`config.mk`:
```
export PLATFORM = sky130hd
export DESIGN_NAME = wb_arbiter_n_flat
export DESIGN_NICKNAME = d
export VERILOG_FILES = /design/src/rtl/wb_arbiter_n_if.sv /design/src/rtl/wb_arbiter_n.sv /design/src/flat_wrapper.sv
export SDC_FILE = /design/constraint.sdc
export NUM_CORES = 1
export LEC_CHECK = 0
export CAP_MARGIN = 20
export CORE_AREA = 2 2 114 116
export CTS_BUF_LIST = sky130_fd_sc_hd__clkbuf_8
export CTS_CLUSTER_DIAMETER = 40
export CTS_CLUSTER_SIZE = 28
export DETAILED_ROUTE_END_ITERATION = 8
export DIE_AREA = 0 0 116 118
export MAX_ROUTING_LAYER = met4
export PLACE_DENSITY_LB_ADDON = 0.3
export RECOVER_POWER = 50
export SLEW_MARGIN = 30
export SYNTH_ARGS = -nofsm -noshare
export SYNTH_HDL_FRONTEND = slang
export SYNTH_SLANG_ARGS = --single-unit
```
`constraint.sdc`:
```
create_clock -name clk_i -period 1.6 [get_ports clk_i]
set_input_delay 0.16 -clock clk_i [delete_from_list [all_inputs] [get_ports clk_i]]
set_output_delay 0.16 -clock clk_i [all_outputs]
set_load 0.01 [all_outputs]
```
`src/rtl/wb_arbiter_n_if.sv`:
```
// -----------------------------------------------------------------------------
// wb_arbiter_n_if
// Bus bundle for the N-master to 1-slave Wishbone classic arbiter.
//
// The m_* group is the master-facing side: packed per-master requests in,
// broadcast read data plus per-master responses out. The s_* group is the
// single slave-facing side.
//
// Modports:
//   slave  - the arbiter: consumes master requests and slave responses,
//            drives slave controls and master responses.
//   master - the environment around the arbiter (masters plus the external
//            slave): drives requests and responses, observes the rest.
// -----------------------------------------------------------------------------
interface wb_arbiter_n_if #(
  parameter int NUM_MASTERS = 2,
  parameter int ADDR_WIDTH  = 32,
  parameter int DATA_WIDTH  = 32,
  parameter int SEL_WIDTH   = DATA_WIDTH / 8
);
  // Master side
  logic [NUM_MASTERS-1:0]            m_cyc_i;
  logic [NUM_MASTERS-1:0]            m_stb_i;
  logic [NUM_MASTERS-1:0]            m_we_i;
  logic [NUM_MASTERS*ADDR_WIDTH-1:0] m_adr_i;
  logic [NUM_MASTERS*DATA_WIDTH-1:0] m_dat_i;
  logic [NUM_MASTERS*SEL_WIDTH-1:0]  m_sel_i;
  logic [DATA_WIDTH-1:0]             m_dat_o;
  logic [NUM_MASTERS-1:0]            m_ack_o;
  logic [NUM_MASTERS-1:0]            m_err_o;
  logic [NUM_MASTERS-1:0]            m_rty_o;

  // Slave side
  logic                              s_cyc_o;
  logic                              s_stb_o;
  logic                              s_we_o;
  logic [ADDR_WIDTH-1:0]             s_adr_o;
  logic [DATA_WIDTH-1:0]             s_dat_o;
  logic [SEL_WIDTH-1:0]              s_sel_o;
  logic [DATA_WIDTH-1:0]             s_dat_i;
  logic                              s_ack_i;
  logic                              s_err_i;
  logic                              s_rty_i;

  modport slave (
    input  m_cyc_i, m_stb_i, m_we_i, m_adr_i, m_dat_i, m_sel_i,
    input  s_dat_i, s_ack_i, s_err_i, s_rty_i,
    output m_dat_o, m_ack_o, m_err_o, m_rty_o,
    output s_cyc_o, s_stb_o, s_we_o, s_adr_o, s_dat_o, s_sel_o
  );

  modport master (
    output m_cyc_i, m_stb_i, m_we_i, m_adr_i, m_dat_i, m_sel_i,
    output s_dat_i, s_ack_i, s_err_i, s_rty_i,
    input  m_dat_o, m_ack_o, m_err_o, m_rty_o,
    input  s_cyc_o, s_stb_o, s_we_o, s_adr_o, s_dat_o, s_sel_o
  );
endinterface

```
`src/rtl/wb_arbiter_n.sv`:
```
// -----------------------------------------------------------------------------
// wb_arbiter_n
// N-master to 1-slave Wishbone classic arbiter with fixed or round-robin
// priority, a locked grant for the length of each transfer, and a bus-timeout
// watchdog that terminates a stalled transfer with an error.
//
// Ports:
//   clk_i      clock
//   rst_i      asynchronous active-high reset; forces every output to 0
//   bus        wb_arbiter_n_if.slave - master requests/responses and the
//              slave-side transfer
//   grant_o    one-hot owner (or same-cycle winner in IDLE); 0 when none
//   timeout_o  one-cycle pulse when the watchdog terminates a transfer
//
// Timing: in IDLE the winner is forwarded to the slave in the same cycle;
// the grant is registered on the following edge and held until the transfer
// ends (response, owner drops cyc, or watchdog). Every transfer returns
// through IDLE so arbitration happens once per transfer.
// -----------------------------------------------------------------------------
module wb_arbiter_n #(
  parameter int NUM_MASTERS = 2,
  parameter int ADDR_WIDTH  = 32,
  parameter int DATA_WIDTH  = 32,
  parameter int RR_MODE     = 0,
  parameter int TIMEOUT     = 255
) (
  input  logic                   clk_i,
  input  logic                   rst_i,
  wb_arbiter_n_if.slave          bus,
  output logic [NUM_MASTERS-1:0] grant_o,
  output logic                   timeout_o
);

  localparam int SEL_WIDTH = DATA_WIDTH / 8;
  localparam int IDX_W     = $clog2(NUM_MASTERS);
  localparam int CNT_W     = (TIMEOUT > 0) ? $clog2(TIMEOUT + 1) : 1;
  localparam logic [CNT_W-1:0] TMO_LAST = CNT_W'((TIMEOUT > 0) ? TIMEOUT - 1 : 0);

  typedef enum logic {IDLE, OWNED} state_t;

  state_t           state;
  logic [IDX_W-1:0] owner;
  logic [IDX_W-1:0] rr_start;   // first index searched at the next arbitration
  logic [CNT_W-1:0] tmo_cnt;

  logic [IDX_W-1:0] search_start;
  logic [IDX_W-1:0] win_idx;
  logic             win_vld;
  logic             owned;
  logic [IDX_W-1:0] cur_idx;
  logic             cur_vld;
  logic             cur_cyc;
  logic             resp;
  logic             fwd;
  logic             tmo_fire;

  // (base + off) mod NUM_MASTERS for off < NUM_MASTERS, without a divider.
  function automatic logic [IDX_W-1:0] wrap_idx(input int base, input int off);
    int s;
    s = base + off;
    if (s >= NUM_MASTERS) s = s - NUM_MASTERS;
    return IDX_W'(s);
  endfunction

  assign search_start = (RR_MODE != 0) ? rr_start : '0;

  // Scan from the far end back towards search_start so the requester closest
  // to the start position is written last and wins.
  always_comb begin : arbitrate
    win_vld = 1'b0;
    win_idx = '0;
    for (int i = NUM_MASTERS - 1; i >= 0; i--) begin
      if (bus.m_cyc_i[wrap_idx(int'(search_start), i)]) begin
        win_vld = 1'b1;
        win_idx = wrap_idx(int'(search_start), i);
      end
    end
  end

  assign owned   = (state == OWNED);
  assign cur_idx = owned ? owner : win_idx;
  assign cur_vld = owned | win_vld;
  assign cur_cyc = cur_vld & bus.m_cyc_i[cur_idx];
  assign resp    = bus.s_ack_i | bus.s_err_i | bus.s_rty_i;

  // Responses reach a master only while it holds a registered grant and still
  // asserts cyc; a response after the owner abandons the cycle is dropped.
  assign fwd = owned & cur_cyc;

  // A real response in the final cycle beats the watchdog.
  assign tmo_fire = (TIMEOUT != 0) && fwd && !resp && (tmo_cnt == TMO_LAST);

  always_comb begin : drive_outputs
    // NOTE: every output gets a default before any condition, so no path
    // leaves one unassigned and no latch is inferred.
    grant_o     = '0;
    timeout_o   = 1'b0;
    bus.m_dat_o = '0;
    bus.m_ack_o = '0;
    bus.m_err_o = '0;
    bus.m_rty_o = '0;
    bus.s_cyc_o = 1'b0;
    bus.s_stb_o = 1'b0;
    bus.s_we_o  = 1'b0;
    bus.s_adr_o = '0;
    bus.s_dat_o = '0;
    bus.s_sel_o = '0;
    // Reset gates the outputs combinationally so they clear without a clock.
    if (!rst_i && cur_vld) begin
      grant_o[cur_idx] = 1'b1;
      bus.s_cyc_o      = cur_cyc & ~tmo_fire;
      bus.s_stb_o      = cur_cyc & bus.m_stb_i[cur_idx] & ~tmo_fire;
      bus.s_we_o       = bus.m_we_i[cur_idx];
      bus.s_adr_o      = bus.m_adr_i[cur_idx*ADDR_WIDTH +: ADDR_WIDTH];
      bus.s_dat_o      = bus.m_dat_i[cur_idx*DATA_WIDTH +: DATA_WIDTH];
      bus.s_sel_o      = bus.m_sel_i[cur_idx*SEL_WIDTH +: SEL_WIDTH];
      bus.m_dat_o      = bus.s_dat_i;
      if (fwd) begin
        bus.m_ack_o[cur_idx] = bus.s_ack_i;
        bus.m_err_o[cur_idx] = bus.s_err_i | tmo_fire;
        bus.m_rty_o[cur_idx] = bus.s_rty_i;
      end
      timeout_o = tmo_fire;
    end
  end

  always_ff @(posedge clk_i or posedge rst_i) begin : fsm
    // NOTE: state registers use non-blocking assignments so every flop samples
    // pre-edge values regardless of statement order.
    if (rst_i) begin
      state    <= IDLE;
      owner    <= '0;
      rr_start <= '0;
      tmo_cnt  <= '0;
    end else begin
      case (state)
        IDLE: begin
          if (win_vld) begin
            state    <= OWNED;
            owner    <= win_idx;
            tmo_cnt  <= '0;
            rr_start <= (win_idx == IDX_W'(NUM_MASTERS - 1)) ? '0 : win_idx + 1'b1;
          end
        end
        OWNED: begin
          if (!cur_cyc || resp || tmo_fire) begin
            state   <= IDLE;
            tmo_cnt <= '0;
          end else if (bus.m_stb_i[owner] && (tmo_cnt != '1)) begin
            tmo_cnt <= tmo_cnt + 1'b1;   // saturating stall count
          end
        end
        default: state <= IDLE;
      endcase
    end
  end

endmodule

```
`src/flat_wrapper.sv`:
```
// flat-port wrapper written by rule: the top's interface ports become plain ports
module wb_arbiter_n_flat 
#(
  parameter int NUM_MASTERS = 2,
  parameter int ADDR_WIDTH  = 32,
  parameter int DATA_WIDTH  = 32,
  parameter int RR_MODE     = 0,
  parameter int TIMEOUT     = 255
)
  (clk_i, rst_i, grant_o, timeout_o, bus_m_cyc_i, bus_m_stb_i, bus_m_we_i, bus_m_adr_i, bus_m_dat_i, bus_m_sel_i, bus_s_dat_i, bus_s_ack_i, bus_s_err_i, bus_s_rty_i, bus_m_dat_o, bus_m_ack_o, bus_m_err_o, bus_m_rty_o, bus_s_cyc_o, bus_s_stb_o, bus_s_we_o, bus_s_adr_o, bus_s_dat_o, bus_s_sel_o);
  wb_arbiter_n_if #(.NUM_MASTERS(NUM_MASTERS), .ADDR_WIDTH(ADDR_WIDTH), .DATA_WIDTH(DATA_WIDTH)) bus_i ();
  input  logic clk_i;
  input  logic rst_i;
  output logic [NUM_MASTERS-1:0] grant_o;
  output logic timeout_o;
  input wire logic [$bits(bus_i.m_cyc_i)-1:0] bus_m_cyc_i;
  input wire logic [$bits(bus_i.m_stb_i)-1:0] bus_m_stb_i;
  input wire logic [$bits(bus_i.m_we_i)-1:0] bus_m_we_i;
  input wire logic [$bits(bus_i.m_adr_i)-1:0] bus_m_adr_i;
  input wire logic [$bits(bus_i.m_dat_i)-1:0] bus_m_dat_i;
  input wire logic [$bits(bus_i.m_sel_i)-1:0] bus_m_sel_i;
  input wire logic [$bits(bus_i.s_dat_i)-1:0] bus_s_dat_i;
  input wire logic [$bits(bus_i.s_ack_i)-1:0] bus_s_ack_i;
  input wire logic [$bits(bus_i.s_err_i)-1:0] bus_s_err_i;
  input wire logic [$bits(bus_i.s_rty_i)-1:0] bus_s_rty_i;
  output wire logic [$bits(bus_i.m_dat_o)-1:0] bus_m_dat_o;
  output wire logic [$bits(bus_i.m_ack_o)-1:0] bus_m_ack_o;
  output wire logic [$bits(bus_i.m_err_o)-1:0] bus_m_err_o;
  output wire logic [$bits(bus_i.m_rty_o)-1:0] bus_m_rty_o;
  output wire logic [$bits(bus_i.s_cyc_o)-1:0] bus_s_cyc_o;
  output wire logic [$bits(bus_i.s_stb_o)-1:0] bus_s_stb_o;
  output wire logic [$bits(bus_i.s_we_o)-1:0] bus_s_we_o;
  output wire logic [$bits(bus_i.s_adr_o)-1:0] bus_s_adr_o;
  output wire logic [$bits(bus_i.s_dat_o)-1:0] bus_s_dat_o;
  output wire logic [$bits(bus_i.s_sel_o)-1:0] bus_s_sel_o;
  assign bus_i.m_cyc_i = bus_m_cyc_i;
  assign bus_i.m_stb_i = bus_m_stb_i;
  assign bus_i.m_we_i = bus_m_we_i;
  assign bus_i.m_adr_i = bus_m_adr_i;
  assign bus_i.m_dat_i = bus_m_dat_i;
  assign bus_i.m_sel_i = bus_m_sel_i;
  assign bus_i.s_dat_i = bus_s_dat_i;
  assign bus_i.s_ack_i = bus_s_ack_i;
  assign bus_i.s_err_i = bus_s_err_i;
  assign bus_i.s_rty_i = bus_s_rty_i;
  assign bus_m_dat_o = bus_i.m_dat_o;
  assign bus_m_ack_o = bus_i.m_ack_o;
  assign bus_m_err_o = bus_i.m_err_o;
  assign bus_m_rty_o = bus_i.m_rty_o;
  assign bus_s_cyc_o = bus_i.s_cyc_o;
  assign bus_s_stb_o = bus_i.s_stb_o;
  assign bus_s_we_o = bus_i.s_we_o;
  assign bus_s_adr_o = bus_i.s_adr_o;
  assign bus_s_dat_o = bus_i.s_dat_o;
  assign bus_s_sel_o = bus_i.s_sel_o;
  wb_arbiter_n #(.NUM_MASTERS(NUM_MASTERS), .ADDR_WIDTH(ADDR_WIDTH), .DATA_WIDTH(DATA_WIDTH), .RR_MODE(RR_MODE), .TIMEOUT(TIMEOUT)) u_core (.clk_i(clk_i), .rst_i(rst_i), .bus(bus_i), .grant_o(grant_o), .timeout_o(timeout_o));
endmodule
```
==> summary.md <==
| Metric | Value |
|---|---|
| Outcome | finished with violations |
| Failing checks | negative setup slack |
| Most frequent cells in the layout | clkdlybuf4s50_1, buf_2, a22o_1, buf_4, and2_1 |
| Initial Util | 13.14% |
| Critical Path RT | 1440 ps |
| P per Cell Area | 487.5 mW/mm^2 |
| DR vias | a little over 3000 |
| DRC violations left | 0 |
| Num Clock Sinks | 10 |
| First-pass GRT wire length | 18040 um |
| Worst Max-Slew Pin Slew | 400.7 ps |
| Detailed Route WL | 12640 um |
| Hold Vio Cnt, Final | 0 |
| FFs w/ async S/R, synth | 100.0% |
| Filler cells | approximately 1300 |
| Max Clk Rate | about 0.52 GHz |
| #FFs+latches synth | 10 |
| FF-to-FF Start | u_core.owner |
| Main synth FF type | dfrtp_1 |
| Layout cells sized above 1 | between 30% and 40% |
| Post-synthesis average cell area | 8.077 sq um |
| CTS Buf Count | 3 |
| Tcrit/Tclk final | 121.1% |
| Setup crit end kind | output pin |
| Core box area | around 0.012 sq mm |
| Num ports | ~290 |
| Count of TritonRoute iterations in the first routing pass | 4 |
| Post-DP HPWL | around 9600 um |
| CTS root buf | clkbuf_8 |
| Sequential share of the synthesized area | 15.34% |
| CP Class | in -> out |
| Crit-path max FO | 7 |
| Final worst slack | -338.1 ps |
| Tot GR Track Use | 17.12% |
| Number of enable flip-flop cells after synthesis | 0 |
| Total power | ~0.0026 W |
| Pleak | 2.377 nW |
| # diodes | 0 |
| Die Span Y | 118 um |
| RSZ-0062 raised after global routing | true |
| Min-delay src | bus_m_cyc_i[0] |
| Vias in the first global route | 3260 |
| Max Buffers Root-to-Sink | 2 |
| H-tree levels | 1 |
| CP peak stage delay | around 540 ps |
| Headroom to the max-slew limit | 72.76% |
| WP data arrival | 1780 ps |
| Initial antenna violation count | 0 |
| CP Launch Type | primary input |
| Largest net degree at the start of global routing | 37 |
| CTS clk-pin slew, worst paths | 40 ps |
| Setup violators final | 118 |
| Final nets | 719 |
| Slowest-stage cell, CP | dlygate4sd3_1 |
| Port bufs | between 200 and 300 |
| Gate Count Post-Synth | between 200 and 250 |
| Site Rows | 41 |
| Peak supply drop | 0.0003727 V |
| Die X-Extent | 116 um |
| Setup WS pre-CTS | -748.1 ps |
| 1st-iter DRT viols | 134 |
| Family with the most delay on the worst path | buffers and inverters |
| Vias per std cell | 4.339 |
| Max_cap viols | 0 |
| Layout Skew | 0.2801 ps |
| Synthesized Nets | 383 |
| Hold Path Class | in -> reg |
| Cell seen most often among critical-path stages | buf_4 |
| P&R area growth vs syn | 221.6% |
| Synth Warn # | 0 |
| Commonest non-fill, non-tap cell in the layout | clkdlybuf4s50_1 |
| Crit path buf inv count | 4 |
| Synth cell types | 34 |
| CTS tree | built |
| DIE AREA | about 0.014 sq mm |
| Clk Latency, worst-skew pair | 230 ps |
| Post-Syn Area | between 0.0015 and 0.002 sq mm |
| Crit path cell chain | dlygate4sd3_1 -> buf_4 -> nor4_1 -> buf_4 -> and2_1 -> dlygate4sd2_1 |
| Minimum clock period | 1938 ps |
| Setup crit start | rst_i |
| Final instance area | between 0.005 and 0.006 sq mm |
| RePlAce Congestion | slightly above 0.9 |
| Post-DP Area | 0.005039 sq mm |
| Max Slew Vio Count | 0 |
| Hold buffer count at CTS | 0 |
| Overflow left after global routing | 0 |
| Routed len/inst | 17.85 um |
| Post-DRT Antenna Nets | 0 |
sequential cells by signal, summed over array words and instances (netlist names):
| register | count |
|---|---|
| u_core.owner | 1 |
| u_core.owned | 1 |
| u_core.tmo_cnt | 8 |
final timing paths:
path | slack (ps) | endpoint | cells after the start
min reg2reg | 550 | u_core.tmo_cnt[7] | 2
min in group asynchronous | 570 | u_core.tmo_cnt[1] | 3
min | 500 | u_core.owner | 3
max in group asynchronous | 730 | u_core.owned | 3
max | -340 | bus_m_ack_o[0] | 6
max reg2reg | -60 | u_core.tmo_cnt[0] | 7
worst reg2reg max path, delay by kind of cell, from the launching register on:
family / cells / cell delay [ps]
AO/OA/AOI/OAI: 2 / 420
buffers and inverters: 3 / 420
flip-flops: 1 / 450
multiplexers: 1 / 200
AND/OR/NAND/NOR: 1 / 80
area by class of cell:
cell class                 instances  area (sq um)  area share (%)
multi-input combinational        170          1470           28.02
timing repair buffer             350          3257           62.06
clock buffer                       3         41.29          0.7868
sequential                        10         252.7           4.816
tap                              172         215.2           4.101
inverter                           3         11.26          0.2146
cells by family after synthesis:
logic type	share of synthesized area, %
buf+inv	6.595
compound gates	43.56
xor+xnor	2.684
simple gates	27.53
fa+ha+maj	1.533
mux	2.761
flops	15.34
cells in the mapped netlist (2+ instances only):
cell	instances	area (sq um)
a22o_1	69	604.3
and2_1	36	225.2
buf_2	14	70.07
dfrtp_1	10	250.2
nor2_1	9	33.78
nand2_1	7	26.28
a21oi_1	6	30.03
xor2_1	5	43.79
clkbuf_1	4	15.01
and3_1	3	18.77
mux2i_1	3	30.03
nand4_1	3	18.77
o21ai_0	3	15.01
and4_1	2	17.52
ha_1	2	25.02
inv_1	2	7.510
nor2_2	2	12.51
nor3_1	2	10.01
nor3b_1	2	15.01
nor4_1	2	12.51
o21a_1	2	15.01
o31ai_1	2	15.01
what timing repair did:
action / CTS / global route
setup buffers: 12 / 9
gates cloned: 4 / 2
setup endpoints to repair: 119 / 120
endpoints found under the hold margin: 0 / 0
pin swaps: 9 / 18
gates resized for setup: 467 / 44
metrics by stage:
stage / hold WS [ps] / std cells / utilization, % / TNS (ps)
after floorplan: 217.7 / 202 / - / 0
after global placement: 525.0 / 683 / 40.59 / -71000
after detailed placement: 536.2 / 683 / 40.59 / -74610
after CTS: 449.5 / 701 / 41.05 / -28290
after global routing: 533.6 / 708 / 42.27 / -38520
final: 501.7 / 708 / 42.27 / -29580
routing by layer:
| layer | global-route usage, % | up-vias | share of wire [%] |
|---|---|---|---|
| met5 | - | - | 0 |
| met4 | 4.390 | 0 | 2.8 |
| met3 | 3.090 | 24 | 8.2 |
| met2 | 30.34 | 171 | 50 |
| met1 | 19.67 | 1428 | 39 |
| li1 | - | 1449 | - |
report_power, final:
group	switching [W]	leakage (nW)	internal (W)
Sequential	0.0000206	0.134	0.000266
Combinational	0.000814	2.22	0.00120
Clock	0.0000895	0.0216	0.000164
No activity file was read; power rests on OpenSTA's default activity.
